File: src/rtl/regfile_pkg.sv
// Shared types and constants for the multiport register file.
package regfile_pkg;

  typedef enum logic {RF_IDLE, RF_CLEAR} rf_state_e;

  localparam int RF_XLEN  = 32;
  localparam int RF_NREGS = 32;
  localparam int RF_NRP   = 2;

  // A hardwired zero register never needs clearing, so the sweep starts at 1.
  function automatic int first_clr_idx(input int zero_reg);
    return (zero_reg != 0) ? 1 : 0;
  endfunction

endpackage

File: src/rtl/regfile_clear_seq.sv
// Bulk-clear sequencer: walks the register file one entry per cycle while busy.
module regfile_clear_seq
  import regfile_pkg::*;
#(
  parameter int NREGS    = RF_NREGS,
  parameter int ZERO_REG = 1,
  parameter int AW       = $clog2(NREGS)
) (
  input  logic          clk,
  input  logic          rst,
  input  logic          clr_req,
  output logic          busy,
  output logic          clr_we,
  output logic [AW-1:0] clr_addr
);

  localparam logic [AW-1:0] FIRST = AW'(first_clr_idx(ZERO_REG));
  localparam logic [AW-1:0] LAST  = AW'(NREGS - 1);

  rf_state_e     state, state_nxt;
  logic [AW-1:0] ptr, ptr_nxt;

  always_ff @(posedge clk) begin
    if (rst) begin
      state <= RF_IDLE;
      ptr   <= '0;
    end else begin
      state <= state_nxt;
      ptr   <= ptr_nxt;
    end
  end

  // Pointer holds at LAST on exit rather than wrapping.
  always_comb begin
    state_nxt = state;
    ptr_nxt   = ptr;
    case (state)
      RF_IDLE: begin
        if (clr_req) begin
          state_nxt = RF_CLEAR;
          ptr_nxt   = FIRST;
        end
      end
      RF_CLEAR: begin
        if (ptr == LAST) state_nxt = RF_IDLE;
        else             ptr_nxt   = ptr + 1'b1;
      end
      default: state_nxt = RF_IDLE;
    endcase
  end

  assign busy     = (state == RF_CLEAR);
  assign clr_we   = busy;
  assign clr_addr = ptr;

endmodule

File: src/rtl/regfile_multiport.sv
// Parametrised NRP-read / 1-write register file with bulk clear.
// Optional write-to-read forwarding under REGFILE_BYPASS_EN.
module regfile_multiport
  import regfile_pkg::*;
#(
  parameter int XLEN     = RF_XLEN,
  parameter int NREGS    = RF_NREGS,
  parameter int NRP      = RF_NRP,
  parameter int ZERO_REG = 1,
  localparam int AW      = $clog2(NREGS)
) (
  input  logic                clk,
  input  logic                rst,
  input  logic                we,
  input  logic [AW-1:0]       waddr,
  input  logic [XLEN-1:0]     wdata,
  input  logic [NRP*AW-1:0]   raddr,
  output logic [NRP*XLEN-1:0] rdata,
  input  logic                clr_req,
  output logic                busy
);

  logic [NREGS-1:0][XLEN-1:0] mem;
  logic                       clr_we;
  logic [AW-1:0]              clr_addr;
  logic                       wr_ok;

  regfile_clear_seq #(.NREGS(NREGS), .ZERO_REG(ZERO_REG), .AW(AW)) u_clr (
    .clk      (clk),
    .rst      (rst),
    .clr_req  (clr_req),
    .busy     (busy),
    .clr_we   (clr_we),
    .clr_addr (clr_addr)
  );

  assign wr_ok = we && !((ZERO_REG != 0) && (waddr == '0));

  // Clear port wins over the write port; clr_we == busy so writes during a sweep drop.
  always_ff @(posedge clk) begin
    if (rst)         mem <= '0;
    else if (clr_we) mem[clr_addr] <= '0;
    else if (wr_ok)  mem[waddr] <= wdata;
  end

  for (genvar gi = 0; gi < NRP; gi++) begin : g_rd
    logic [AW-1:0]   ra;
    logic [XLEN-1:0] rd;
    assign ra = raddr[gi*AW +: AW];

    always_comb begin
      rd = mem[ra];
`ifdef REGFILE_BYPASS_EN
      if (we && !busy && (ra == waddr)) rd = wdata;
`endif
      if (busy || ((ZERO_REG != 0) && (ra == '0))) rd = '0;
    end

    assign rdata[gi*XLEN +: XLEN] = rd;
  end

endmodule

File: config.mk
export PLATFORM = sky130hd
export DESIGN_NAME = regfile_multiport
export DESIGN_NICKNAME = d
export VERILOG_FILES = /design/src/rtl/regfile_pkg.sv /design/src/rtl/regfile_clear_seq.sv /design/src/rtl/regfile_multiport.sv
export SDC_FILE = /design/constraint.sdc
export NUM_CORES = 2
export LEC_CHECK = 0
export CAP_MARGIN = 0
export CORE_MARGIN = 2
export CORE_UTILIZATION = 27
export DETAILED_ROUTE_END_ITERATION = 10
export MAX_ROUTING_LAYER = met4
export PLACE_DENSITY = 0.52
export SYNTH_ARGS = -nofsm -noshare
export SYNTH_HDL_FRONTEND = slang
export SYNTH_SLANG_ARGS = --single-unit
File: constraint.sdc
create_clock -name clk -period 2 [get_ports clk]
set_input_delay 0.3 -clock clk [delete_from_list [all_inputs] [get_ports clk]]
set_output_delay 0.3 -clock clk [all_outputs]
set_load 0.1 [all_outputs]
==> flow_metrics.py <==
metrics = {
    "finish": {
        "area_growth_pct": 32.9,
        "final_common_cell": "a22oi_1",
        "layout_common_cells": "a22oi_1 (1135), dfxtp_1 (1029), nor2_1 (972)",
        "final_cell_area_mm2": 0.0691,
        "layout.nets": 5826,
        "layoutNonFillerInstCount": 8383,
        "drive_above_1_share_pct": 26.7,
    },
    "global_route": {
        "grt_usage_pct": 25.7,
        "grt_pass1_vias": 47900,
        "grt-ovfl-total": 0,
        "antenna_found_initial": 1,
        "grt_pass1_wl_um": 360000,
        "grt_max_degree": 120,
    },
    "power_and_ir_drop": {
        "vdd_drop_max_mv": 0.695,
        "pwr_density_cell_mw_per_mm2": 720,
        "p_leak_nw": 25.5,
    },
    "logic_synthesis": {
        "synth_edf_count": 0,
        "synth_cell_types": 48,
        "synthArstFlopShare_pct": 0,
        "yosysTopAreaCellShare_pct": 39.7,
        "ys_seq_area_share_pct": 39.7,
        "synth_top_cell_by_area": "dfxtp_1",
        "avgSynthCellArea_um2": 9.64,
        "yosys_warnings": 0,
        "synth_ff_type": "dfxtp_1",
        "synth.net_count": 5446,
        "synthTopCellsByArea": "dfxtp_1 (40%), a22oi_1 (17%), mux2i_1 (12%)",
        "netlist_area_mm2": 0.0520,
        "synth_seq_cells": 1030,
        "synthCells": 5390,
    },
    "drt": {
        "wire_per_inst_um": 30.6,
        "ant_nets": 0,
        "vias_per_cell": 5.96,
        "dr_total_vias": 50000,
        "detail_route.wirelength_um": 257000,
        "drc": 0,
        "first_pass_iters": 6,
        "drtIter0Drc": 6668,
    },
    "placed_design": {
        "io_buffers": 115,
        "placed_cell_area_mm2": 0.0637,
        "routabilityCongestion": 0.961,
        "placed_cells": 8122,
        "hpwlAfterDp_um": 170000,
    },
    "critical_path": {
        "critPathLaunchType": "flip-flop",
        "arrival_ns": 2.92,
        "crit_chain": "buf_4 -> nand3b_1 -> buf_12 -> buf_16 -> a21oi_1 -> nand3_1 -> nand4_1 -> buf_4 -> buf_12",
        "worstPathRequired_ns": 1.70,
        "crit_type": "reg2out",
        "critPathMaxStageDelay_ns": 0.42,
        "endpoint_kind": "output pin",
        "slowest_stage": "dfxtp_4",
        "cp_max_fo": 7,
    },
    "floorplanning": {
        "rows": 161,
        "io_pins": 116,
        "die_x_um": 443,
        "die_h_um": 443,
        "start_util_pct": 27.1,
        "core-area_mm2": 0.192,
        "die_area_mm2": 0.196,
    },
    "hold_path": {
        "hold_class": "in2reg",
    },
    "run_status": {
        "violations": "setup timing",
        "status": "finished with violations",
    },
    "clock_tree": {
        "clockBufferDepth": 3,
        "cts_buffers": 111,
        "worstSkewPairLatency_ns": 0.76,
        "cts_root_buf": "clkbuf_16",
        "h-tree-depth": 3,
        "cts_tree": "built",
        "cts.sinks": 1030,
        "cts.clk_slew.worst_paths_ns": 0.06,
    },
    "job": {
        "drv_cap": 0,
    },
    "timing": {
        "setup_ws_ns": -1.22,
        "fin_crit_sh_pct": 161,
        "finalHoldViolations": 0,
        "rsz0062_at_grt": "yes",
        "finClkSkew_ns": 0.0420,
        "relSlewSlack_pct": 40.9,
        "tightest_slew_ns": 0.879,
        "clock.fmax_mhz": 311,
        "fin_crit_ns": 3.22,
        "drv_slew": 0,
        "setup_viol": 773,
    },
}
## stage by stage
stage	setup WS [ns]	util, %	power [W]	TNS, ns	hold slack (ns)
after floorplan	-0.576	-	0.0245	-36.20	0.443
after global placement	-1.09	33.2	0.0279	-284.61	0.457
after detailed placement	-1.10	33.2	0.0279	-297.67	0.465
after CTS	-1.19	35.6	0.0496	-204.72	0.250
after global routing	-1.22	36.0	0.0508	-134.56	0.306
final	-1.22	36.0	0.0497	-100.10	0.274
## area by class of cell
type,count,area (um^2)
clock inverters,44,553
clock buffers,155,3220
inverters,4,15.0
well taps,2526,3160
multi-input cells,3713,29500
flip-flops and latches,1030,20600
repair buffers,910,12000
diodes,1,2.50
fillers,18900,123000
## cell families (layout without fill, tap and decap cells)
group,Yosys count,after routing,synth area share (%)
compound gates,1437,1437,21.6
fa+ha+maj,5,5,0.120
buf+inv,647,1113,5.68
flops,1030,1030,39.7
mux,812,812,20.7
other cells,0,1,0
simple gates,1459,1459,12.2
## layer usage
layer / up-vias / GRT usage [%] / share of wire (%)
met1: 25000 / 31.4 / 38
met3: 865 / 4.15 / 9.3
li1: 21000 / - / -
met5: - / - / 0
met4: 0 / 16.6 / 7.8
met2: 3112 / 39.4 / 45
## synthesized netlist by cell type, drive strengths merged (5+ instances only)
| master | count |
|---|---|
| buf | 271 |
| nand4 | 67 |
| and2 | 46 |
| nand3 | 180 |
| nor2b | 12 |
| clkbuf | 372 |
| a21oi | 98 |
| mux4 | 212 |
| mux2i | 600 |
| a22oi | 1310 |
| nor2 | 1004 |
| a32oi | 22 |
| nand2 | 104 |
| ha | 5 |
| dfxtp | 1030 |
| nor3b | 11 |
## path summary, 6_finish.rpt
path	slack, ns	cells past startpoint	to	from
max	-1.22	9	rdata[26]	u_clr.busy
min	0.27	3	u_clr.clr_addr[2]	clr_req
max reg2reg	-0.14	9	mem[448]	u_clr.busy
min reg2reg	0.48	1	mem[21]	mem[21]
## critical path, delay by kind of cell, from the launching register on
kind,cells,cell delay (ns)
buffers and inverters,5,1.00
AND/OR/NAND/NOR,3,0.68
flip-flops,1,0.42
AO/OA/AOI/OAI,1,0.05
## what timing repair did
item	CTS	global route
pin swaps	58	58
gates resized for setup	61	93
setup buffers	28	21
gates cloned	6	6
endpoints found under the hold margin	17	0
setup endpoints to repair	863	1060
hold buffers	1	0
## sequential cells by signal, indices dropped and copies added, names as in the netlist
signal / cells
mem: 1024
u_clr.busy: 1
u_clr.clr_addr: 5
## power by group
group / total (W) / switching (W) / leakage [nW] / internal (W)
clock: 0.0219 / 0.00921 / 1.86 / 0.0127
combinational: 0.00709 / 0.00439 / 15.3 / 0.00271
sequential: 0.0207 / 0.0000982 / 8.30 / 0.0206
total: 0.0497 / 0.0137 / 25.5 / 0.0360
No activity file was read; power rests on OpenSTA's default activity.
